## config.mk

```make
export PLATFORM = sky130hd
export DESIGN_NAME = serial_add_ctrl_flat
export DESIGN_NICKNAME = d
export VERILOG_FILES = /design/src/rtl/serial_add_ctrl_pkg.sv /design/src/rtl/serial_add_ctrl_if.sv /design/src/rtl/serial_add_ctrl_rr_arbiter.sv /design/src/rtl/serial_add_ctrl.sv /design/src/flat_wrapper.sv
export SDC_FILE = /design/constraint.sdc
export NUM_CORES = 1
export LEC_CHECK = 0
export CAP_MARGIN = 40
export CORE_MARGIN = 5
export CORE_UTILIZATION = 30
export DETAILED_ROUTE_END_ITERATION = 8
export GPL_TIMING_DRIVEN = 0
export PLACE_DENSITY = 0.57
export SKIP_CTS_REPAIR_TIMING = 1
export SYNTH_ARGS = -nofsm -noshare
export SYNTH_HDL_FRONTEND = slang
export SYNTH_SLANG_ARGS = --single-unit
```

## constraint.sdc

```tcl
create_clock -name clk -period 6.85 [get_ports clk]
set_input_delay 1.37 -clock clk [delete_from_list [all_inputs] [get_ports clk]]
set_output_delay 1.37 -clock clk [all_outputs]
set_load 0.005 [all_outputs]
```

## src/rtl/serial_add_ctrl_pkg.sv

```systemverilog
// serial_add_ctrl_pkg: shared types and defaults for the serial adder controller.
// The optional WAIT timeout is enabled by defining SERIAL_ADD_CTRL_TIMEOUT_EN.
package serial_add_ctrl_pkg;

  localparam int DEF_N_REQ          = 4;
  localparam int DEF_WIDTH          = 4;
  localparam int DEF_TIMEOUT_CYCLES = 16;

  typedef enum logic [2:0] {
    ST_IDLE = 3'd0,
    ST_LOAD = 3'd1,
    ST_RUN  = 3'd2,
    ST_WAIT = 3'd3,
    ST_RESP = 3'd4
  } ctrl_state_t;

  // Bits needed to hold values 0..n-1, never less than one bit.
  function automatic int idx_width(input int n);
    return (n > 1) ? $clog2(n) : 1;
  endfunction

endpackage

```

## src/rtl/serial_add_ctrl_if.sv

```systemverilog
// serial_add_ctrl_if: requester-side and adder-side signals of the controller.
// The slave modport is the controller's view, master is the environment's view.
interface serial_add_ctrl_if import serial_add_ctrl_pkg::*; #(
  parameter int N_REQ = DEF_N_REQ,
  parameter int WIDTH = DEF_WIDTH
) ();

  logic [N_REQ-1:0]            req_valid;
  logic [N_REQ-1:0][WIDTH-1:0] req_a;
  logic [N_REQ-1:0][WIDTH-1:0] req_b;
  logic [N_REQ-1:0]            req_ready;
  logic [N_REQ-1:0]            rsp_valid;
  logic [WIDTH-1:0]            rsp_sum;
  logic                        rsp_err;
  logic                        add_load;
  logic                        add_start;
  logic [WIDTH-1:0]            add_a;
  logic [WIDTH-1:0]            add_b;
  logic [WIDTH-1:0]            add_sum;
  logic                        add_done;

  modport slave (
    input  req_valid, req_a, req_b, add_sum, add_done,
    output req_ready, rsp_valid, rsp_sum, rsp_err,
           add_load, add_start, add_a, add_b
  );

  modport master (
    output req_valid, req_a, req_b, add_sum, add_done,
    input  req_ready, rsp_valid, rsp_sum, rsp_err,
           add_load, add_start, add_a, add_b
  );

endinterface

```

## src/rtl/serial_add_ctrl_rr_arbiter.sv

```systemverilog
// rr_arbiter: round-robin grant among N_REQ requests. The pointer names the
// index with highest priority and advances past the winner when update_i is set.
module rr_arbiter import serial_add_ctrl_pkg::*; #(
  parameter  int N_REQ = DEF_N_REQ,
  localparam int IDX_W = idx_width(N_REQ)
) (
  input  logic             clk,
  input  logic             rst_n,
  input  logic [N_REQ-1:0] req_i,
  input  logic             update_i,
  output logic [N_REQ-1:0] grant_o,
  output logic [IDX_W-1:0] grant_idx_o
);

  logic [IDX_W-1:0] ptr_q, ptr_d;
  logic [IDX_W-1:0] scan_idx_s;
  logic             found_s;
  int               pos_s;

  // Scan from the pointer upward with wrap-around; first pending request wins.
  always_comb begin
    grant_o     = '0;
    grant_idx_o = '0;
    found_s     = 1'b0;
    pos_s       = 0;
    scan_idx_s  = '0;
    for (int k = 0; k < N_REQ; k++) begin
      pos_s = int'(ptr_q) + k;
      if (pos_s >= N_REQ) begin
        pos_s = pos_s - N_REQ;
      end else begin
        pos_s = pos_s;
      end
      scan_idx_s = IDX_W'(pos_s);
      if (!found_s && req_i[scan_idx_s]) begin
        found_s              = 1'b1;
        grant_o[scan_idx_s]  = 1'b1;
        grant_idx_o          = scan_idx_s;
      end else begin
        found_s = found_s;
      end
    end
  end

  // Next pointer: one past the accepted winner, wrapping at N_REQ.
  always_comb begin
    ptr_d = ptr_q;
    if (update_i) begin
      if (grant_idx_o == IDX_W'(N_REQ - 1)) begin
        ptr_d = '0;
      end else begin
        ptr_d = grant_idx_o + IDX_W'(1);
      end
    end else begin
      ptr_d = ptr_q;
    end
  end

  // Pointer register, cleared to index 0 by reset.
  always_ff @(posedge clk or negedge rst_n) begin
    if (!rst_n) begin
      ptr_q <= '0;
    end else begin
      ptr_q <= ptr_d;
    end
  end

endmodule

```

## src/rtl/serial_add_ctrl.sv

```systemverilog
// serial_add_ctrl: shares one bit-serial adder among N_REQ requesters.
// Sequence per request: accept (IDLE) -> LOAD -> RUN (WIDTH cycles) -> WAIT
// for add_done -> RESP strobe to the winner. Defining SERIAL_ADD_CTRL_TIMEOUT_EN
// bounds WAIT to TIMEOUT_CYCLES and reports rsp_err on expiry.
module serial_add_ctrl import serial_add_ctrl_pkg::*; #(
  parameter int N_REQ          = DEF_N_REQ,
  parameter int WIDTH          = DEF_WIDTH,
  parameter int TIMEOUT_CYCLES = DEF_TIMEOUT_CYCLES
) (
  input logic              clk,
  input logic              rst_n,
  serial_add_ctrl_if.slave bus_if
);

  localparam int                IDX_W   = idx_width(N_REQ);
  localparam int                CNT_W   = idx_width(WIDTH);
  localparam logic [N_REQ-1:0] ONE_REQ = N_REQ'(1);

  // Reject degenerate parameter sets at elaboration.
  if (N_REQ < 1 || WIDTH < 1 || TIMEOUT_CYCLES < 1) begin : g_param_check
    $error("serial_add_ctrl: N_REQ, WIDTH and TIMEOUT_CYCLES must be at least 1");
  end

  ctrl_state_t      state_q, state_d;
  logic [CNT_W-1:0] cnt_q, cnt_d;
  logic [WIDTH-1:0] a_q, a_d;
  logic [WIDTH-1:0] b_q, b_d;
  logic [WIDTH-1:0] sum_q, sum_d;
  logic [IDX_W-1:0] gidx_q, gidx_d;

  logic [N_REQ-1:0] grant_s;
  logic [IDX_W-1:0] grant_idx_s;
  logic [N_REQ-1:0] req_ready_s;
  logic             accept_s;
  logic             busy_s;

`ifdef SERIAL_ADD_CTRL_TIMEOUT_EN
  localparam int TW = idx_width(TIMEOUT_CYCLES);
  logic [TW-1:0] wcnt_q, wcnt_d;
  logic          err_q, err_d;
`endif

  rr_arbiter #(.N_REQ(N_REQ)) u_arb (
    .clk         (clk),
    .rst_n       (rst_n),
    .req_i       (bus_if.req_valid),
    .update_i    (accept_s),
    .grant_o     (grant_s),
    .grant_idx_o (grant_idx_s)
  );

  // Ready only to the arbiter winner while idle; forced low while reset is held.
  assign req_ready_s = (state_q == ST_IDLE && rst_n) ? grant_s : '0;
  assign accept_s    = |(bus_if.req_valid & req_ready_s);
  assign busy_s      = (state_q == ST_LOAD) || (state_q == ST_RUN) || (state_q == ST_WAIT);

  assign bus_if.req_ready = req_ready_s;
  assign bus_if.add_load  = (state_q == ST_LOAD);
  assign bus_if.add_start = (state_q == ST_RUN);
  assign bus_if.add_a     = busy_s ? a_q : '0;
  assign bus_if.add_b     = busy_s ? b_q : '0;
  assign bus_if.rsp_valid = (state_q == ST_RESP) ? (ONE_REQ << gidx_q) : '0;
  assign bus_if.rsp_sum   = (state_q == ST_RESP) ? sum_q : '0;
`ifdef SERIAL_ADD_CTRL_TIMEOUT_EN
  assign bus_if.rsp_err   = (state_q == ST_RESP) && err_q;
`else
  assign bus_if.rsp_err   = 1'b0;
`endif

  // Next-state and datapath capture for the IDLE/LOAD/RUN/WAIT/RESP sequence.
  always_comb begin
    state_d = state_q;
    cnt_d   = cnt_q;
    a_d     = a_q;
    b_d     = b_q;
    sum_d   = sum_q;
    gidx_d  = gidx_q;
`ifdef SERIAL_ADD_CTRL_TIMEOUT_EN
    wcnt_d  = wcnt_q;
    err_d   = err_q;
`endif
    case (state_q)
      ST_IDLE: begin
        if (accept_s) begin
          a_d     = bus_if.req_a[grant_idx_s];
          b_d     = bus_if.req_b[grant_idx_s];
          gidx_d  = grant_idx_s;
          state_d = ST_LOAD;
        end else begin
          state_d = ST_IDLE;
        end
      end
      ST_LOAD: begin
        cnt_d   = '0;
        state_d = ST_RUN;
      end
      ST_RUN: begin
        if (cnt_q == CNT_W'(WIDTH - 1)) begin
          cnt_d   = '0;
          state_d = ST_WAIT;
`ifdef SERIAL_ADD_CTRL_TIMEOUT_EN
          wcnt_d  = '0;
`endif
        end else begin
          cnt_d   = cnt_q + CNT_W'(1);
        end
      end
      ST_WAIT: begin
        // add_done wins over an expiring timeout in the same cycle.
        if (bus_if.add_done) begin
          sum_d   = bus_if.add_sum;
          state_d = ST_RESP;
`ifdef SERIAL_ADD_CTRL_TIMEOUT_EN
          err_d   = 1'b0;
        end else if (wcnt_q == TW'(TIMEOUT_CYCLES - 1)) begin
          sum_d   = '0;
          err_d   = 1'b1;
          state_d = ST_RESP;
        end else begin
          wcnt_d  = wcnt_q + TW'(1);
        end
`else
        end else begin
          state_d = ST_WAIT;
        end
`endif
      end
      ST_RESP: begin
        state_d = ST_IDLE;
      end
      default: begin
        state_d = ST_IDLE;
      end
    endcase
  end

  // State and captured-data registers; reset drops any in-flight request.
  always_ff @(posedge clk or negedge rst_n) begin
    if (!rst_n) begin
      state_q <= ST_IDLE;
      cnt_q   <= '0;
      a_q     <= '0;
      b_q     <= '0;
      sum_q   <= '0;
      gidx_q  <= '0;
`ifdef SERIAL_ADD_CTRL_TIMEOUT_EN
      wcnt_q  <= '0;
      err_q   <= 1'b0;
`endif
    end else begin
      state_q <= state_d;
      cnt_q   <= cnt_d;
      a_q     <= a_d;
      b_q     <= b_d;
      sum_q   <= sum_d;
      gidx_q  <= gidx_d;
`ifdef SERIAL_ADD_CTRL_TIMEOUT_EN
      wcnt_q  <= wcnt_d;
      err_q   <= err_d;
`endif
    end
  end

endmodule

```

## src/flat_wrapper.sv

```systemverilog
// flat-port wrapper written by rule: the top's interface ports become plain ports
module serial_add_ctrl_flat import serial_add_ctrl_pkg::*;
#(
  parameter int N_REQ          = DEF_N_REQ,
  parameter int WIDTH          = DEF_WIDTH,
  parameter int TIMEOUT_CYCLES = DEF_TIMEOUT_CYCLES
)
  (clk, rst_n, bus_if_req_valid, bus_if_req_a, bus_if_req_b, bus_if_add_sum, bus_if_add_done, bus_if_req_ready, bus_if_rsp_valid, bus_if_rsp_sum, bus_if_rsp_err, bus_if_add_load, bus_if_add_start, bus_if_add_a, bus_if_add_b);
  serial_add_ctrl_if #(.N_REQ(N_REQ), .WIDTH(WIDTH)) bus_if_i ();
  input logic clk;
  input logic rst_n;
  input wire logic [$bits(bus_if_i.req_valid)-1:0] bus_if_req_valid;
  input wire logic [$bits(bus_if_i.req_a)-1:0] bus_if_req_a;
  input wire logic [$bits(bus_if_i.req_b)-1:0] bus_if_req_b;
  input wire logic [$bits(bus_if_i.add_sum)-1:0] bus_if_add_sum;
  input wire logic [$bits(bus_if_i.add_done)-1:0] bus_if_add_done;
  output wire logic [$bits(bus_if_i.req_ready)-1:0] bus_if_req_ready;
  output wire logic [$bits(bus_if_i.rsp_valid)-1:0] bus_if_rsp_valid;
  output wire logic [$bits(bus_if_i.rsp_sum)-1:0] bus_if_rsp_sum;
  output wire logic [$bits(bus_if_i.rsp_err)-1:0] bus_if_rsp_err;
  output wire logic [$bits(bus_if_i.add_load)-1:0] bus_if_add_load;
  output wire logic [$bits(bus_if_i.add_start)-1:0] bus_if_add_start;
  output wire logic [$bits(bus_if_i.add_a)-1:0] bus_if_add_a;
  output wire logic [$bits(bus_if_i.add_b)-1:0] bus_if_add_b;
  assign bus_if_i.req_valid = bus_if_req_valid;
  assign bus_if_i.req_a = bus_if_req_a;
  assign bus_if_i.req_b = bus_if_req_b;
  assign bus_if_i.add_sum = bus_if_add_sum;
  assign bus_if_i.add_done = bus_if_add_done;
  assign bus_if_req_ready = bus_if_i.req_ready;
  assign bus_if_rsp_valid = bus_if_i.rsp_valid;
  assign bus_if_rsp_sum = bus_if_i.rsp_sum;
  assign bus_if_rsp_err = bus_if_i.rsp_err;
  assign bus_if_add_load = bus_if_i.add_load;
  assign bus_if_add_start = bus_if_i.add_start;
  assign bus_if_add_a = bus_if_i.add_a;
  assign bus_if_add_b = bus_if_i.add_b;
  serial_add_ctrl #(.N_REQ(N_REQ), .WIDTH(WIDTH), .TIMEOUT_CYCLES(TIMEOUT_CYCLES)) u_core (.clk(clk), .rst_n(rst_n), .bus_if(bus_if_i));
endmodule
```

==> reports/qor.csv <==
metric;value;unit
status;complete, no violations;
num_rows;28;
power;1049;uW
crit_path_end;bus_if_req_ready[2];
worst_pin_slew;0.6063;ns
yosysWarnings;0;
ys_seq_elements;21;
synth-edff-count;0;
end_kind;primary output;
dpl.hpwl;3.615;mm
syn-mean-instance-area;9.501;um2
start_util;31.24;%
synth_flop_cell;dfrtp_1;
reg2reg_from;u_core.u_arb.ptr_q[0];
skew;0.001928;ns
cp.arrival;3.88;ns
min_period;5.251;ns
rsz0062_at_grt;false;
fp.dieH;88.99;um
ir_drop;0.1415;mV
layout_setup_ws;1.599;ns
antennaDiodeCount;0;
die-area;0.007919;mm2
clockBufferDepth;2;
ys_seq_area_share;28.07;%
gp_congestion;0.7592;
first_pass_iters;4;
synth.area.top_cells;dfrtp_1, mux2i_1, mux2_4, ha_1, nand2_1;
worst_ep_required_time;5.48;ns
drcViolationCount;0;
nets;318;
gr-total-overflow;0;
path_clk_slew;0.07;ns
synth_area;0.001872;mm2
grt_max_degree;19;
syn_nets;249;
reg2reg_depth;13;
drt_wl_total;4.621;mm
crit_type;in -> out;
cts_tree;built;
synth_top_family_by_area;multiplexers;
slew_headroom;59.34;%
p_leak;0.001233;uW
r2r_slack;3.27;ns
fillers;603;
antenna_found_initial;0;
drt.antenna.violating_nets;0;
dpl_worst_slack;1.582;ns
synthXorXnorAreaFrac;0;%
multi_input_area;0.001225;mm2
synthAdderAreaFrac;6.016;%
hp-class;reg -> reg;
htree_levels;1;
finalSetupTns;0;ns
clkLatencyLatePin;0.25;ns
cts_root_buf;clkbuf_8;
grt_usage;12.04;%
clock.fmax;0.1904;GHz
startpoint_type;primary input;
drive_gt1_share;12.83;%
yosys.area_share.simple;19.72;%
cellPowerDensity;393.2;mW/mm2
die_w;88.99;um
register_area;525.5;um2
core_area;0.005991;mm2
hold_viol;0;
yosys.area.top_type;dfrtp_1;
synthArstFlopShare;100.0;%
numCtsBuffers;3;
cts.sinks;21;
grt_pass1_wl;7.831;mm
vias;1659;
port_buffers;63;
period_share;76.66;%
setup_viol;0;
wl_per_cell;13.59;um
maxSlewViolCount;0;
via_per_inst;4.879;
maxCapViolations;0;
muxShareOfSynthArea;26.87;%
synth_compound_area_share;12.63;%
ys_types;43;
cp-startpoint;rst_n;
grt_pass1_vias;1661;
pin_count;66;
synth_top_area_share;28.07;%
netlist_instances;197;
r2r_end;u_core.u_arb.ptr_q[1];
syn2layout_area_growth;42.58;%
crit_fanout;18;
drtIter0Drc;117;
through the flow:
step / hold slack [ns] / utilization [%] / cells / instance area, um2
floorplan: 0.4379 / - / 197 / 1872
global placement: 0.4518 / 43.34 / 335 / 2596
detailed placement: 0.4561 / 43.80 / 336 / 2624
CTS: 0.4745 / 44.55 / 340 / 2669
global route: 0.4898 / 44.55 / 340 / 2669
finish: 0.4735 / 44.55 / 340 / 2669
sequential cells by signal (all words and copies together), names as in the netlist:
| name | count |
|---|---|
| u_core.sum_q | 4 |
| u_core.cnt_q | 2 |
| u_core.gidx_q | 2 |
| u_core.u_arb.ptr_q | 2 |
| u_core.state_q | 3 |
| u_core.a_q | 4 |
| u_core.b_q | 4 |
power breakdown:
part / leakage [uW] / switching (uW) / total (uW) / internal (uW)
Clock: 0.0000228 / 36.6 / 77.9 / 41.3
Combinational: 0.000954 / 349 / 745 / 396
Sequential: 0.000257 / 41.8 / 227 / 185
Total: 0.00123 / 427 / 1050 / 622
critical path, cell delays in order:
cell             delay [ns]
clkdlybuf4s50_1        0.69
buf_16                 0.20
nor4b_1                0.50
nand2b_1               0.22
o22ai_1                0.31
clkdlybuf4s50_1        0.57
kinds of logic after synthesis:
| family | count (synthesis) |
|---|---|
| mux | 42 |
| flops | 21 |
| other cells | 1 |
| simple gates | 72 |
| compound gates | 31 |
| fa+ha+maj | 9 |
| buf+inv | 21 |
final cells by class:
| cell class | count | share of cell area, % |
|---|---|---|
| timing repair buffer | 64 | 24.66 |
| multi-input combinational | 155 | 45.90 |
| sequential | 21 | 19.69 |
| inverter | 7 | 0.9845 |
| buffer | 14 | 3.563 |
| clock buffer | 4 | 1.688 |
| tap | 75 | 3.516 |
worst min path at each step:
| stage | start | to | slack (ns) | cells after the start |
|---|---|---|---|---|
| 2_1_floorplan | u_core.sum_q[0] | u_core.sum_q[0] | 0.44 | 2 |
| 3_3_place_gp | u_core.sum_q[3] | u_core.sum_q[3] | 0.45 | 2 |
| 3_5_place_dp | u_core.sum_q[3] | u_core.sum_q[3] | 0.46 | 2 |
| 4_1_cts | u_core.sum_q[3] | u_core.sum_q[3] | 0.47 | 2 |
| 5_1_grt | u_core.sum_q[1] | u_core.sum_q[1] | 0.49 | 2 |
| 6_report | u_core.sum_q[1] | u_core.sum_q[1] | 0.47 | 2 |
cell usage after synthesis (5+ instances only):
library cell	count
a21oi_1	5
and2_1	8
buf_2	8
dfrtp_1	21
ha_1	9
inv_1	7
mux2_4	8
mux2i_1	27
nand2_1	21
nor2_1	14
nor3_1	7
placed cells by master (no fill, tap or decap), types with 2 or more instances in the layout:
| cell | instances |
|---|---|
| clkbuf_1 | 2 |
| nand2_1 | 21 |
| mux2_2 | 4 |
| a22oi_1 | 4 |
| o21ai_0 | 4 |
| buf_4 | 2 |
| and2_1 | 8 |
| ha_1 | 9 |
| nor2b_1 | 4 |
| buf_2 | 8 |
| dfrtp_1 | 21 |
| nor2_1 | 14 |
| nand2b_1 | 3 |
| and3b_1 | 2 |
| a221oi_1 | 3 |
| and3_1 | 4 |
| o21bai_1 | 2 |
| inv_1 | 7 |
| nor3_1 | 7 |
| nor3b_1 | 4 |
| mux2_4 | 8 |
| a21oi_1 | 5 |
| a22o_1 | 2 |
| mux4_2 | 3 |
| clkbuf_8 | 3 |
| o22ai_1 | 3 |
| clkdlybuf4s50_1 | 63 |
| mux2i_1 | 27 |
metal layers:
layer | track usage (%) | wire [um] | vias to the layer above
li1 | - | - | 840
met1 | 15.42 | 2044 | 772
met2 | 21.12 | 2240 | 47
met3 | 3.687 | 336 | 0
met4 | 0.4060 | 0 | 0
met5 | 0 | 0 | -
Note: power is estimated with default switching activity, not from simulation.
